[src/rtl/bus_arbiter.sv]
// Round-robin, non-preemptive bus arbiter: one granted master at a time drives the
// shared slave port; the slave response is passed straight back with no added latency.
module bus_arbiter #(
  parameter int NMASTERS = 3,
  localparam int GW = (NMASTERS > 2) ? $clog2(NMASTERS) : 1
) (
  input  logic                     clk,
  input  logic                     rst_b,
  input  logic [NMASTERS-1:0]      m_req,
  output logic [NMASTERS-1:0]      m_ack,
  input  logic [32*NMASTERS-1:0]   m_addr,
  input  logic [32*NMASTERS-1:0]   m_wdata,
  input  logic [NMASTERS-1:0]      m_rd,
  input  logic [NMASTERS-1:0]      m_wr,
  output logic [31:0]              m_rdata,
  output logic [NMASTERS-1:0]      m_ready,
  output logic [31:0]              s_addr,
  output logic [31:0]              s_wdata,
  output logic                     s_rd,
  output logic                     s_wr,
  input  logic [31:0]              s_rdata,
  input  logic                     s_ready,
  output logic                     dbg_state,
  output logic [GW-1:0]            dbg_ptr
);

  typedef enum logic {IDLE = 1'b0, GRANT = 1'b1} state_t;

  state_t              state_q, state_d;
  logic [GW-1:0]       g_q, g_d;
  logic [GW-1:0]       p_q, p_d;
  logic [NMASTERS-1:0] others;

  // First requester at or after start, wrapping modulo NMASTERS so a
  // non-power-of-two count never yields a nonexistent master.
  function automatic logic [GW-1:0] pick(input logic [GW-1:0] start,
                                         input logic [NMASTERS-1:0] req);
    logic found;
    int   idx;
    pick  = start;
    found = 1'b0;
    for (int k = 0; k < NMASTERS; k++) begin
      idx = (int'(start) + k) % NMASTERS;
      if (!found && req[idx]) begin
        pick  = GW'(idx);
        found = 1'b1;
      end
    end
  endfunction

  always_ff @(posedge clk) begin
    if (!rst_b) begin
      state_q <= IDLE;
      g_q     <= '0;
      p_q     <= '0;
    end else begin
      state_q <= state_d;
      g_q     <= g_d;
      p_q     <= p_d;
    end
  end

  always_comb begin
    state_d = state_q;
    g_d     = g_q;
    p_d     = p_q;
    others  = '0;
    case (state_q)
      IDLE: begin
        if (|m_req) begin
          g_d     = pick(p_q, m_req);
          state_d = GRANT;
        end
      end
      GRANT: begin
        // The grant is held while the owner keeps requesting; on release the
        // owner itself is masked out so the hand-over goes to someone else.
        if (!m_req[g_q]) begin
          p_d    = (g_q == GW'(NMASTERS - 1)) ? '0 : g_q + GW'(1);
          others = m_req & ~(NMASTERS'(1) << g_q);
          if (|others) g_d = pick(p_d, others);
          else         state_d = IDLE;
        end
      end
      default: state_d = IDLE;
    endcase
  end

  always_comb begin
    m_ack   = '0;
    s_addr  = '0;
    s_wdata = '0;
    s_rd    = 1'b0;
    s_wr    = 1'b0;
    for (int i = 0; i < NMASTERS; i++) begin
      if (state_q == GRANT && g_q == GW'(i)) begin
        m_ack[i] = 1'b1;
        if (m_req[i]) begin
          s_addr  = m_addr[32*i +: 32];
          s_wdata = m_wdata[32*i +: 32];
          s_wr    = m_wr[i];
          s_rd    = m_rd[i] & ~m_wr[i];
        end
      end
    end
  end

  assign m_ready   = m_ack & {NMASTERS{s_ready}};
  assign m_rdata   = s_rdata;
  assign dbg_state = (state_q == GRANT);
  assign dbg_ptr   = p_q;

endmodule

[config.mk]
export PLATFORM = sky130hd
export DESIGN_NAME = bus_arbiter
export DESIGN_NICKNAME = d
export VERILOG_FILES = /design/src/rtl/bus_arbiter.sv
export SDC_FILE = /design/constraint.sdc
export NUM_CORES = 1
export LEC_CHECK = 0
export CORE_AREA = 2 2 134 136
export CTS_BUF_LIST = sky130_fd_sc_hd__clkbuf_4
export DETAILED_ROUTE_END_ITERATION = 10
export DIE_AREA = 0 0 136 138
export GPL_TIMING_DRIVEN = 0
export PLACE_DENSITY = 0.5
export SYNTH_ARGS = -nofsm -noshare
export SYNTH_HDL_FRONTEND = slang
export SYNTH_SLANG_ARGS = --single-unit
export TNS_END_PERCENT = 1
[constraint.sdc]
create_clock -name clk -period 2.35 [get_ports clk]
set_clock_uncertainty 0.15 [all_clocks]
set_input_delay 0.5875 -clock clk [delete_from_list [all_inputs] [get_ports clk]]
set_output_delay 0.5875 -clock clk [all_outputs]
set_load 0.01 [all_outputs]
# Word level (Yosys, flattened, before mapping)
# Index checks and enable logic that the tools add are counted.
# W data, S select, Z words.
totals:
  reg_bits: 5
  input_bits: 236
  output_inout_bits: 107
  word_cells: 130
classes:
  add_sub_neg: 5
  div_mod_pow: 6
  n_lt_le_gt_ge: 7
  n_eq_ne: 5
  shifts: 1
  mux: 76
  bitwise_logic: 11
  reduce_logical: 16
op_table:
  columns: ["op", "n"]
  rows:
  - ["$mux W32", 12]
  - ["$lt A32 B4 Y1 const B", 6]
  - ["$mod A32 B3 Y32 const B", 4]
  - ["$mod A3 B3 Y32 const B", 2]
  - ["$mux W1", 45]
  - ["$mux W2", 10]
  - ["$bmux W1 S2", 7]
  - ["$logic_and A1 B1 Y1", 7]
  - ["$add A2 B1 Y3 const B", 2]
  - ["$add A2 B2 Y3 const B", 2]
  - ["$and A3 B3 Y3", 2]
  - ["$reduce_or A3 Y1", 2]
  - ["$not A1 Y1", 5]
  - ["$logic_not A1 Y1", 4]
  - ["$ne A2 B2 Y1 const B", 2]
  - ["$pmux W2 S2", 1]
  - ["$and A1 B1 Y1", 3]
  - ["$lt A2 B3 Y1 const B", 1]
  - ["$not A3 Y3", 1]
  - ["$reduce_and A3 Y1", 1]
  - ["$shl A1 B2 Y3 const A", 1]
  - ["$add A2 B1 Y2 const B", 1]
  - ["$eq A2 B1 Y1 const B", 1]
  - ["$eq A2 B2 Y1 const B", 1]
  - ["4 further kinds", 4]

# Logic depth before layout (Yosys ltp)
# Gate-level depths: netlist (run 1).
depth:
  depth_word: 22
  mapped_depth: 8
  depth_no_buf: 6

# Least setup slack after synthesis (run 1)
# No wires, ideal clock.
synth_path:
  kind: "input-to-output"
  startpoint: "input port m_req[2]"
  endpoint: "output port s_addr[21]"
  t_arrival_ps: 1512
  required_ps: 1612
  slack_ps: 100
  cell_stages: 6
  path_buffers: 3
  cell_sequence: "buf_2 -> nand3b_1 -> nand2_1 -> buf_2 -> clkbuf_2 -> o21ai_1"
synth_between:
  elab_chain_len: 2
synth_rtl:
  columns: ["item", "line_no", "source"]
  rows:
  - ["start: declaration", "9", "input logic [NMASTERS-1:0] m_req,"]
  - ["$mux W32", "98", "if (m_req[i]) begin"]
  - ["$mux W32", "96", "if (state_q == GRANT && g_q == GW'(i)) begin"]
  - ["end: declaration", "17", "output logic [31:0] s_addr,"]
# No other way between the ends.

# Worst setup path after layout (run 1)
layout_path:
  startpoint: "input port m_req[0]"
  endpoint: "output port s_addr[21]"
layout_between:
  elab_chain_len: 6
layout_rtl:
  columns: ["item", "line_no"]
  rows:
  - ["$mux W32 *", "98"]
  - ["$mux W32 *", "96"]
  - ["$mux W32", "98"]
  - ["$mux W32 *", "96"]
  - ["$mux W32", "98"]
  - ["$mux W32 *", "96"]
# Every way passes the cells marked *; elsewhere a longest branch is shown, timed or not.

==> impl_metrics.toml, run 1 <==
[status]
run_status = "complete, but fails checks"
violations = "negative setup slack"

[clock_tree]
h-tree-depth = 1
numCtsBuffers = 3
clkLatencyLatePin_ps = 240
number_of_clock_sinks = 5
cts.root.buffer_cell = "sky130_fd_sc_hd__clkbuf_4"
cts.clk_slew.worst_paths_ps = 40
buffer_depth_of_the_longest_clock_path = 2
cts_tree = "done"
cts_hold_buffers = 0

[setup_path]
end_kind = "output port"
cpLargestDelayFamily = "buffers and inverters"
critical_path_peak_fanout = 7
endpoint_of_the_most_critical_register_to_register_path = "g_q[1]"
cp.depth = 8
critPathRequiredTime_ps = 1610
timing.reg2reg.worst_path_depth = 7
critical_path_s_largest_stage_delay_ps = 180
worst_r2r_start = "dbg_ptr[0]"
reg2reg_slack_ps = 260
worst-endpoint-arrival_ps = 1720
critical_path.slowest_cell = "sky130_fd_sc_hd__a22oi_2"
critPathBufInv = 5
critPathLaunchType = "input port"
crit_type = "input port to output port"
endpoint = "s_addr[21]"
crit_start = "m_req[0]"
cp_cell_sequence = "buf_4 > and2_4 > buf_6 > buf_12 > clkbuf_16 > a22oi_2 > o21ai_1 > buf_2"

[route]
routed_via_density = 4.30
routed_wire_length_per_instance_um = 16.8
met3WireLength_um = 1170
metal_1_wl_um = 6040
post-route-drc-count = 0
ant_nets = 0
initialDrtViolationCount = 154
met2RoutedLength_um = 7910
number_of_search_and_repair_iterations_in_the_first_detailed_routing_pass = 4
highest-signal-layer = "met4"
wl_um = 15200
vias = 3902

[place]
hpwl_um = 11800
io_buffer_count = 309
dp_worst_setup_slack_ps = -1070
globalplace.congestion = 0.936

[finish]
final_layout_net_count = 919
area_added_between_synthesis_and_finish_pct = 182
layout-drive-gt1-share_pct = 33.7
antenna_cells = 0
final.fill_count = 1825

[min_path]
holdCritPathClass = "input port to register"

[sta]
final_period_minus_worst_setup_slack_ps = 2450
max_slew_margin_pct = 55.3
slew_violations = 0
worst-slew-pin-transition_ps = 666
final-hold-violation-count = 0
hold-worst-slack_ps = 562
setup_viol = 40
finalSetupTns_ps = -2150
final.period_utilization_pct = 104
fmaxAchievable_ghz = 0.407
grt_setup_unrepaired = "true"
setup_ws_post_layout_ps = -105

[global_route]
first_global_vias = 3864
grt_util_all_layers_pct = 14.5
initial_antenna_violation_count = 0
grt_pass1_wl_um = 21600
grt_max_degree = 11
global_route.overflow_total = 0

[power_and_ir_drop]
cellLeakagePower_nw = 2.40
vdd_drop_max_mv = 0.125
pwr_density_cell_nw_per_um2 = 285

[yosys]
synth.distinct_cells = 42
mappedNetlistArea_um2 = 2150
mappedNetlistNets = 579
postSynthAreaPerCell_um2 = 6.34
post_synth_inst_count = 340
synth.yosys.seq_area_share_pct = 4.65
synth_seq_cells = 5
synth_warnings = 0

[floorplan]
fp.coreArea_um2 = 17500
fp-row-count = 49
floorplan.initialDensity_pct = 12.3
die_span_y_um = 138
die-width_um = 136
top_level_ports = 343
die-area_um2 = 18800

[flow_run]
drv.max_cap_violation_count = 0
[through the flow]
step           instances  area (um2)  utilization [%]  power (mW)
6_report             908        6080             34.7        1.73
5_1_grt              908        6080             34.7        1.85
4_1_cts              897        5900             33.7        1.65
3_5_place_dp         878        5530             31.6        1.39
3_3_place_gp         878        5530             31.6        1.39
2_1_floorplan        340        2150                -       0.646
[metal layers]
layer / up-vias / GRT usage, %
met2: 209 / 27.1
li1: 1902 / -
met4: 0 / 1.32
met1: 1781 / 17.8
met3: 10 / 2.31
met5: - / 0
[Yosys cell counts, drive strengths merged]
| library cell | instances | share of area (%) |
|---|---|---|
| a211o | 1 | 0.41 |
| a21oi | 3 | 0.70 |
| a22oi | 67 | 23 |
| a31o | 1 | 0.41 |
| a31oi | 2 | 0.58 |
| a41o | 1 | 0.46 |
| and2 | 4 | 1.4 |
| and3 | 2 | 0.58 |
| and3b | 1 | 0.41 |
| buf | 61 | 21 |
| clkbuf | 8 | 1.5 |
| dfxtp | 5 | 4.6 |
| ha | 3 | 1.7 |
| inv | 5 | 0.87 |
| mux2 | 2 | 1.0 |
| mux2i | 4 | 1.9 |
| nand2 | 71 | 12 |
| nand2b | 1 | 0.29 |
| nand3b | 5 | 1.7 |
| nand4 | 1 | 0.29 |
| nor2 | 5 | 0.99 |
| nor2b | 2 | 0.93 |
| nor3 | 3 | 0.70 |
| nor3b | 1 | 0.35 |
| o2111ai | 1 | 0.41 |
| o211ai | 2 | 0.70 |
| o21ai | 68 | 16 |
| o21ba | 1 | 0.46 |
| o221ai | 1 | 0.41 |
| o22a | 1 | 0.41 |
| o22ai | 2 | 0.58 |
| o311a | 2 | 0.93 |
| o31ai | 2 | 1.3 |
| or2 | 1 | 0.29 |
[flip-flops by register name, indices dropped and copies added (netlist names)]
signal	count
dbg_ptr	2
dbg_state	1
g_q	2
[worst reg2reg max path: cells and delay by family (launching register included)]
kind	cells	cell delay [ps]
AOI/OAI and AO/OA	3	510
adders and majority gates	1	300
buffers and inverters	2	440
DFF	1	380
muxes	1	230
[where the power goes]
group / switching, mW / internal (mW) / total, mW
Combinational: 0.604 / 0.908 / 1.51
Clock: 0.0349 / 0.0757 / 0.111
Sequential: 0.0149 / 0.0965 / 0.111
Total: 0.654 / 1.08 / 1.73
[how the worst min path moves through the flow]
stage / to / startpoint / depth (start not counted) / slack, ps
6_report: dbg_state / m_req[0] / 3 / 560
5_1_grt: dbg_state / m_req[0] / 3 / 590
4_1_cts: dbg_ptr[0] / g_q[0] / 2 / 530
3_5_place_dp: dbg_ptr[1] / dbg_ptr[1] / 3 / 550
3_3_place_gp: dbg_ptr[1] / dbg_ptr[1] / 3 / 560
2_1_floorplan: g_q[1] / g_q[1] / 3 / 490
[cell type report]
class,instances,area (um2),share of cell area (%)
clock buffer,4,30.0,0.494
tap,229,287,4.71
timing repair buffer,339,3190,52.5
inverter,5,18.8,0.309
buffer,65,664,10.9
multi-input combinational,261,1780,29.3
sequential,5,109,1.79
[cell usage in the layout, fill, tap and decap left out, types with 3 or more instances in the layout]
| cell | Yosys | final |
|---|---|---|
| sky130_fd_sc_hd__inv_1 | 5 | 5 |
| sky130_fd_sc_hd__nand3b_1 | 5 | 5 |
| sky130_fd_sc_hd__buf_4 | 35 | 54 |
| sky130_fd_sc_hd__ha_1 | 3 | 3 |
| sky130_fd_sc_hd__mux2i_1 | 4 | 4 |
| sky130_fd_sc_hd__nor2_1 | 4 | 4 |
| sky130_fd_sc_hd__nand2_1 | 71 | 66 |
| sky130_fd_sc_hd__clkdlybuf4s15_2 | 0 | 5 |
| sky130_fd_sc_hd__o21ai_1 | 30 | 50 |
| sky130_fd_sc_hd__buf_2 | 16 | 63 |
| sky130_fd_sc_hd__buf_6 | 10 | 12 |
| sky130_fd_sc_hd__a22oi_1 | 67 | 33 |
| sky130_fd_sc_hd__o21ai_2 | 0 | 9 |
| sky130_fd_sc_hd__a22oi_2 | 0 | 34 |
| sky130_fd_sc_hd__a21oi_1 | 3 | 3 |
| sky130_fd_sc_hd__buf_8 | 0 | 7 |
| sky130_fd_sc_hd__clkbuf_16 | 0 | 3 |
| sky130_fd_sc_hd__buf_12 | 0 | 11 |
| sky130_fd_sc_hd__and2_4 | 2 | 3 |
| sky130_fd_sc_hd__nor3_1 | 3 | 3 |
| sky130_fd_sc_hd__buf_16 | 0 | 4 |
| sky130_fd_sc_hd__nand2_2 | 0 | 4 |
| sky130_fd_sc_hd__o21ai_0 | 38 | 9 |
| sky130_fd_sc_hd__dlygate4sd2_1 | 0 | 5 |
| sky130_fd_sc_hd__clkdlybuf4s50_1 | 0 | 236 |
| sky130_fd_sc_hd__clkbuf_4 | 0 | 7 |
[kinds of logic after synthesis]
kind of cell | count (synthesis) | share of synthesized area (%)
compound gates | 155 | 46.9
fa+ha+maj | 3 | 1.74
buf+inv | 74 | 23.5
flops | 5 | 4.65
mux | 6 | 2.90
simple gates | 97 | 20.3
[repair_timing]
item / CTS / global route
pin swaps: 18 / 33
setup buffers: 13 / 10
cloned: 4 / 3
gates resized for setup: 372 / 91
setup endpoints to repair: 71 / 65
Note: power is estimated with default switching activity, not from simulation.
==> run 2, diff against run 1 <==
ABC_AREA = 1   (was unset)
CORE_AREA = 2 2 133 135   (was 2 2 134 136)
DIE_AREA = 0 0 135 137   (was 0 0 136 138)
PLACE_DENSITY = 0.53   (was 0.5)
SETUP_SLACK_MARGIN = 0.1   (was unset)
==> run 2 against run 1 <==
  * Clock power grew 14%
  * Non-clock buffer count grew 9
  * Critical path type is now register to output port
  * Maximum frequency grew 2.8%
  * Via count rose by 20%
  * Sequential power grew 51%
  * Largest power group unchanged
  * Worst hold slack lost 160 ps
  * Utilization rose by 4.8 points
  * Die area fell by 1.5%
  * The flow still finishes with violations (negative setup slack)
  * First-iteration DRC count rose by 16%
==> impl_metrics.toml, run 2 <==
[sta]
final.period_utilization_pct = 102
max_slew_margin_pct = 78.3
setup_viol = 12
final-hold-violation-count = 0
slew_violations = 0
fmaxAchievable_ghz = 0.419
worst-slew-pin-transition_ps = 326
final_period_minus_worst_setup_slack_ps = 2390
setup_ws_post_layout_ps = -38.1
grt_setup_unrepaired = "true"

[power_and_ir_drop]
vdd_drop_max_mv = 0.206
cellLeakagePower_nw = 3.00
pwr_density_cell_nw_per_um2 = 448

[finish]
antenna_cells = 0
stdcell_area_um2 = 6740
area_added_between_synthesis_and_finish_pct = 164
finalNonFillerCells = 1019
layout-drive-gt1-share_pct = 33.6
mostFrequentLayoutCells = "sky130_fd_sc_hd__clkdlybuf4s50_1, sky130_fd_sc_hd__nand3_1, sky130_fd_sc_hd__nand3_2"
most_frequent_standard_cell_in_the_layout_excluding_fill_and_tap_cells = "sky130_fd_sc_hd__clkdlybuf4s50_1"
final_layout_net_count = 1034
post-route-util_pct = 39.5

[route]
post-route-drc-count = 0
wl_um = 17900
initialDrtViolationCount = 178
routed_wire_length_per_instance_um = 17.5
routed_via_density = 4.60
vias = 4686
ant_nets = 0
number_of_search_and_repair_iterations_in_the_first_detailed_routing_pass = 4

[yosys]
synth_warnings = 0
post_synth_inst_count = 453
synth.most_common_cell = "sky130_fd_sc_hd__nand3_1"
ys.flop_type = "sky130_fd_sc_hd__dfxtp_1"
synth.top_cells.by_area = "sky130_fd_sc_hd__nand3_1, sky130_fd_sc_hd__buf_4, sky130_fd_sc_hd__nand3_2, sky130_fd_sc_hd__nand2_1, sky130_fd_sc_hd__dfxtp_1"
synth.distinct_cells = 29
leading_cell_types_by_count_after_synthesis = "sky130_fd_sc_hd__nand3_1, sky130_fd_sc_hd__buf_4, sky130_fd_sc_hd__nand2_1"
mappedNetlistArea_um2 = 2550
number_of_synthesized_flops_with_an_enable_pin = 0
synth_top_area_share_pct = 50.0
mappedNetlistNets = 692
proportion_of_synthesized_flip_flops_having_asynchronous_set_or_reset_pct = 0
synth_seq_cells = 5
netlist.top_cell.by_area = "sky130_fd_sc_hd__nand3_1"
postSynthAreaPerCell_um2 = 5.63
synth.yosys.seq_area_share_pct = 3.92

[clock_tree]
buffer_depth_of_the_longest_clock_path = 2
h-tree-depth = 1
number_of_clock_sinks = 5
cts_hold_buffers = 0
clkLatencyLatePin_ps = 270
cts.root.buffer_cell = "sky130_fd_sc_hd__clkbuf_4"
numCtsBuffers = 3
cts_tree = "done"
cts.clk_slew.worst_paths_ps = 60

[place]
placedInstanceArea_um2 = 5930
hpwl_um = 13400
cell_count_after_placement = 987
globalplace.congestion = 0.827
io_buffer_count = 309

[floorplan]
top_level_ports = 343
fp-row-count = 48
floorplan.initialDensity_pct = 15.0
die-width_um = 135
fp.coreArea_um2 = 17100
die-area_um2 = 18500
die_span_y_um = 137

[global_route]
grt_util_all_layers_pct = 16.5
grt_pass1_wl_um = 24200
grt_max_degree = 11
first_global_vias = 4377
initial_antenna_violation_count = 0
global_route.overflow_total = 0

[setup_path]
cp_cell_sequence = "inv_4 > nand2_4 > nor2_4 > buf_12 > buf_8 > buf_6 > nand3_1 > nand3_1 > buf_2"
worst-endpoint-arrival_ps = 1650
critical_path_s_largest_stage_delay_ps = 370
worst_path_most_repeated_cell = "sky130_fd_sc_hd__nand3_1"
critPathBufInv = 5
cpLargestDelayFamily = "buffers and inverters"
end_kind = "output port"
critPathRequiredTime_ps = 1610
crit_type = "register to output port"
critical_path.slowest_cell = "sky130_fd_sc_hd__dfxtp_4"
critical_path_peak_fanout = 8
critPathLaunchType = "register"

[min_path]
holdCritPathClass = "register to register"

[status]
violations = "negative setup slack"
run_status = "complete, but fails checks"

[flow_run]
drv.max_cap_violation_count = 0
## run 2: tightest hold or removal path: cells and delay by family (launching register included)
kind / cells / cell delay (ps)
flip-flops: 1 / 340
buffers and inverters: 1 / 100
AO/OA/AOI/OAI: 1 / 70
## run 2: through the flow
step / hold WS [ps] / setup WS (ps) / power [mW] / setup TNS (ps)
global placement: 393 / -1280 / 2.35 / -76970
detailed placement: 401 / -1260 / 2.35 / -75620
floorplan: 387 / 160 / 1.20 / 0
global route: 436 / -99.0 / 3.23 / -1380
finish: 405 / -38.1 / 3.02 / -178
CTS: 409 / -129 / 2.64 / -3140
## run 2: kinds of logic after synthesis
family	Yosys count	share of synthesized area, %
AOI/OAI and AO/OA	16	4.22
and+or+nand+nor	333	67.6
buffers and inverters	96	22.8
adders and majority gates	3	1.47
DFF	5	3.92
## run 2: worst paths after layout
| path | from | to | slack, ps | depth (start not counted) |
|---|---|---|---|---|
| max | g_q[1] | s_addr[6] | -40 | 9 |
| min | dbg_ptr[0] | dbg_ptr[0] | 410 | 2 |
| max reg2reg | dbg_ptr[0] | g_q[0] | 350 | 11 |
| min reg2reg | dbg_ptr[0] | dbg_ptr[0] | 410 | 2 |
## run 2: power by group
group          internal [mW]  switching [mW]
Combinational           1.44            1.29
Sequential             0.116          0.0522
Clock                 0.0766          0.0489
Total                   1.63            1.39
## run 2: timing repair
action / CTS / global route
setup buffers: 9 / 8
setup endpoints to repair: 72 / 71
cloned: 4 / 7
pin swaps: 4 / 47
resized for setup: 296 / 168
## run 2: area by class of cell
class	count	area [um2]
buffer	76	739
clock buffer	4	30.0
fill	1807	10300
inverter	20	97.6
multi-input combinational	352	2160
sequential	5	111
tap	225	282
timing repair buffer	337	3310
## run 2: routing by layer
metal / global-route usage [%] / vias up / wire [um]
met5: 0 / - / 0
met4: 2.78 / 0 / 215
met3: 2.56 / 17 / 1220
met2: 30.3 / 239 / 9140
met1: 20.7 / 2161 / 7280
li1: - / 2269 / -
==> run 3, diff against run 2 <==
PLACE_DENSITY = unset   (was 0.53)
PLACE_DENSITY_LB_ADDON = 0.25   (was unset)
REMOVE_ABC_BUFFERS = 1   (was unset)
SLEW_MARGIN = 25   (was unset)
==> run 3 against run 2 <==
  * The flow still finishes with violations (negative setup slack)
  * Final area shrank 13%
  * Cell count down 9.5%
  * Maximum frequency increased by 0.24%
  * Combinational power fell by 11%
==> impl_metrics.toml, run 3 (synthesized netlist as in run 2, its figures left out) <==
[route]
highest-signal-layer = "met4"
vias = 4300
ant_nets = 0
initialDrtViolationCount = 137
number_of_search_and_repair_iterations_in_the_first_detailed_routing_pass = 4
routed_wire_length_per_instance_um = 19.0
met2RoutedLength_um = 8340
met3WireLength_um = 1950
post-route-drc-count = 0
wl_um = 17500
routed_via_density = 4.66
metal_1_wl_um = 6970

[power_and_ir_drop]
p_seq_share_pct = 6.4
power_mw = 2.73
pwr_density_cell_nw_per_um2 = 465
comb_power_share_pct = 89.3
power.switching_mw = 1.38
cellLeakagePower_nw = 2.50
p_sw_share_pct = 50.4
share_of_total_power_in_the_clock_network_pct = 4.3
vdd_drop_max_mv = 0.190
cellInternalPower_mw = 1.36

[global_route]
grt_max_degree = 54
first_global_vias = 4256
grt_util_all_layers_pct = 17.5
grt_pass1_wl_um = 24900
global_route.overflow_total = 0
initial_antenna_violation_count = 0

[finish]
layout.area.seq_um2 = 111
multi_input_area_um2 = 2070
most_frequent_standard_cell_in_the_layout_excluding_fill_and_tap_cells = "sky130_fd_sc_hd__nand3_1"
finalNonFillerCells = 922
layout-drive-gt1-share_pct = 26.7
antenna_cells = 0
stdcell_area_um2 = 5880
final.fill_count = 1805
area_added_between_synthesis_and_finish_pct = 130
final_layout_net_count = 937
mostFrequentLayoutCells = "sky130_fd_sc_hd__nand3_1, sky130_fd_sc_hd__clkdlybuf4s50_1, sky130_fd_sc_hd__nand3_2"

[floorplan]
fp.coreArea_um2 = 17100
die-area_um2 = 18500
top_level_ports = 343
die-width_um = 135
fp-row-count = 48
floorplan.initialDensity_pct = 15.0
die_span_y_um = 137

[clock_tree]
cts.clk_slew.worst_paths_ps = 50
number_of_clock_sinks = 5
cts.root.buffer_cell = "sky130_fd_sc_hd__clkbuf_4"
cts_hold_buffers = 0
clkLatencyLatePin_ps = 250
numCtsBuffers = 3
h-tree-depth = 1
cts_tree = "done"
buffer_depth_of_the_longest_clock_path = 2

[sta]
final-hold-violation-count = 0
setup_viol = 7
final_period_minus_worst_setup_slack_ps = 2380
final.period_utilization_pct = 101
slew_violations = 0
worst-slew-pin-transition_ps = 261
hold-worst-slack_ps = 421
fmaxAchievable_ghz = 0.420
finalSetupTns_ps = -68.4
max_slew_margin_pct = 82.6
setup_ws_post_layout_ps = -32.4
grt_setup_unrepaired = "true"

[status]
violations = "negative setup slack"
run_status = "complete, but fails checks"

[place]
globalplace.congestion = 0.724
placedInstanceArea_um2 = 5260
hpwl_um = 11000
io_buffer_count = 278
cell_count_after_placement = 886

[min_path]
holdCritPathClass = "register to register"

[setup_path]
worst-endpoint-arrival_ps = 1640
critPathRequiredTime_ps = 1610
crit_type = "register to output port"
critPathLaunchType = "register"
reg2reg_slack_ps = 320
end_kind = "output port"
timing.reg2reg.worst_path_depth = 11
critical_path_peak_fanout = 17
crit_start = "g_q[0]"
endpoint = "s_wdata[14]"
endpoint_of_the_most_critical_register_to_register_path = "g_q[0]"
worst_r2r_start = "dbg_ptr[0]"

[flow_run]
drv.max_cap_violation_count = 0
## run 3: through the flow
| step | util (%) | worst slack, ps |
|---|---|---|
| finish | 34.5 | -32.4 |
| global route | 34.5 | -131 |
| CTS | 33.8 | -93.1 |
| detailed placement | 30.9 | -1310 |
| global placement | 30.0 | -5490 |
| floorplan | - | -2640 |
## run 3: timing repair
item                       in CTS  in global routing
gates resized for setup       325                 43
cloned                          8                  0
setup endpoints to repair      76                 72
buffers inserted               21                  3
pin swaps                      13                 11
hold endpoints to repair        0                  0
## run 3: area by class of cell
type	count	share of cell area (%)
Sequential cell	5	1.89
Timing Repair inverter	4	1.17
Inverter	20	1.96
Clock buffer	4	0.511
Timing Repair Buffer	312	54.5
Multi-Input combinational cell	352	35.2
Tap cell	225	4.79
## run 3: worst max-delay path, cell delays in order (launching register included)
cell	delay (ps)
sky130_fd_sc_hd__dfxtp_4	390
sky130_fd_sc_hd__nor2_4	190
sky130_fd_sc_hd__nand2_8	180
sky130_fd_sc_hd__inv_16	170
sky130_fd_sc_hd__nand3_1	120
sky130_fd_sc_hd__nand3_1	110
sky130_fd_sc_hd__clkdlybuf4s15_2	220
## run 3: layer usage
metal	vias up	track usage (%)
li1	2077	-
met1	1923	20.7
met2	275	30.3
met3	25	6.93
met4	0	3.30
met5	-	0
## run 3: worst min path at each step
stage | startpoint | endpoint | depth (start not counted)
2_1_floorplan | dbg_ptr[0] | dbg_ptr[0] | 2
3_3_place_gp | dbg_ptr[0] | dbg_ptr[0] | 2
3_5_place_dp | dbg_ptr[0] | dbg_ptr[0] | 2
4_1_cts | dbg_ptr[0] | dbg_ptr[0] | 2
5_1_grt | dbg_ptr[0] | dbg_ptr[0] | 2
6_report | dbg_ptr[0] | dbg_ptr[0] | 2
## run 3: power groups by stage
| stage | combinational [mW] | clock (mW) | sequential [mW] |
|---|---|---|---|
| finish | 2.44 | 0.117 | 0.174 |
| global route | 2.62 | 0.130 | 0.179 |
| CTS | 2.39 | 0.120 | 0.173 |
| detailed placement | 1.97 | 0 | 0.164 |
| global placement | 1.89 | 0 | 0.204 |
| floorplan | 0.826 | 0 | 0.180 |
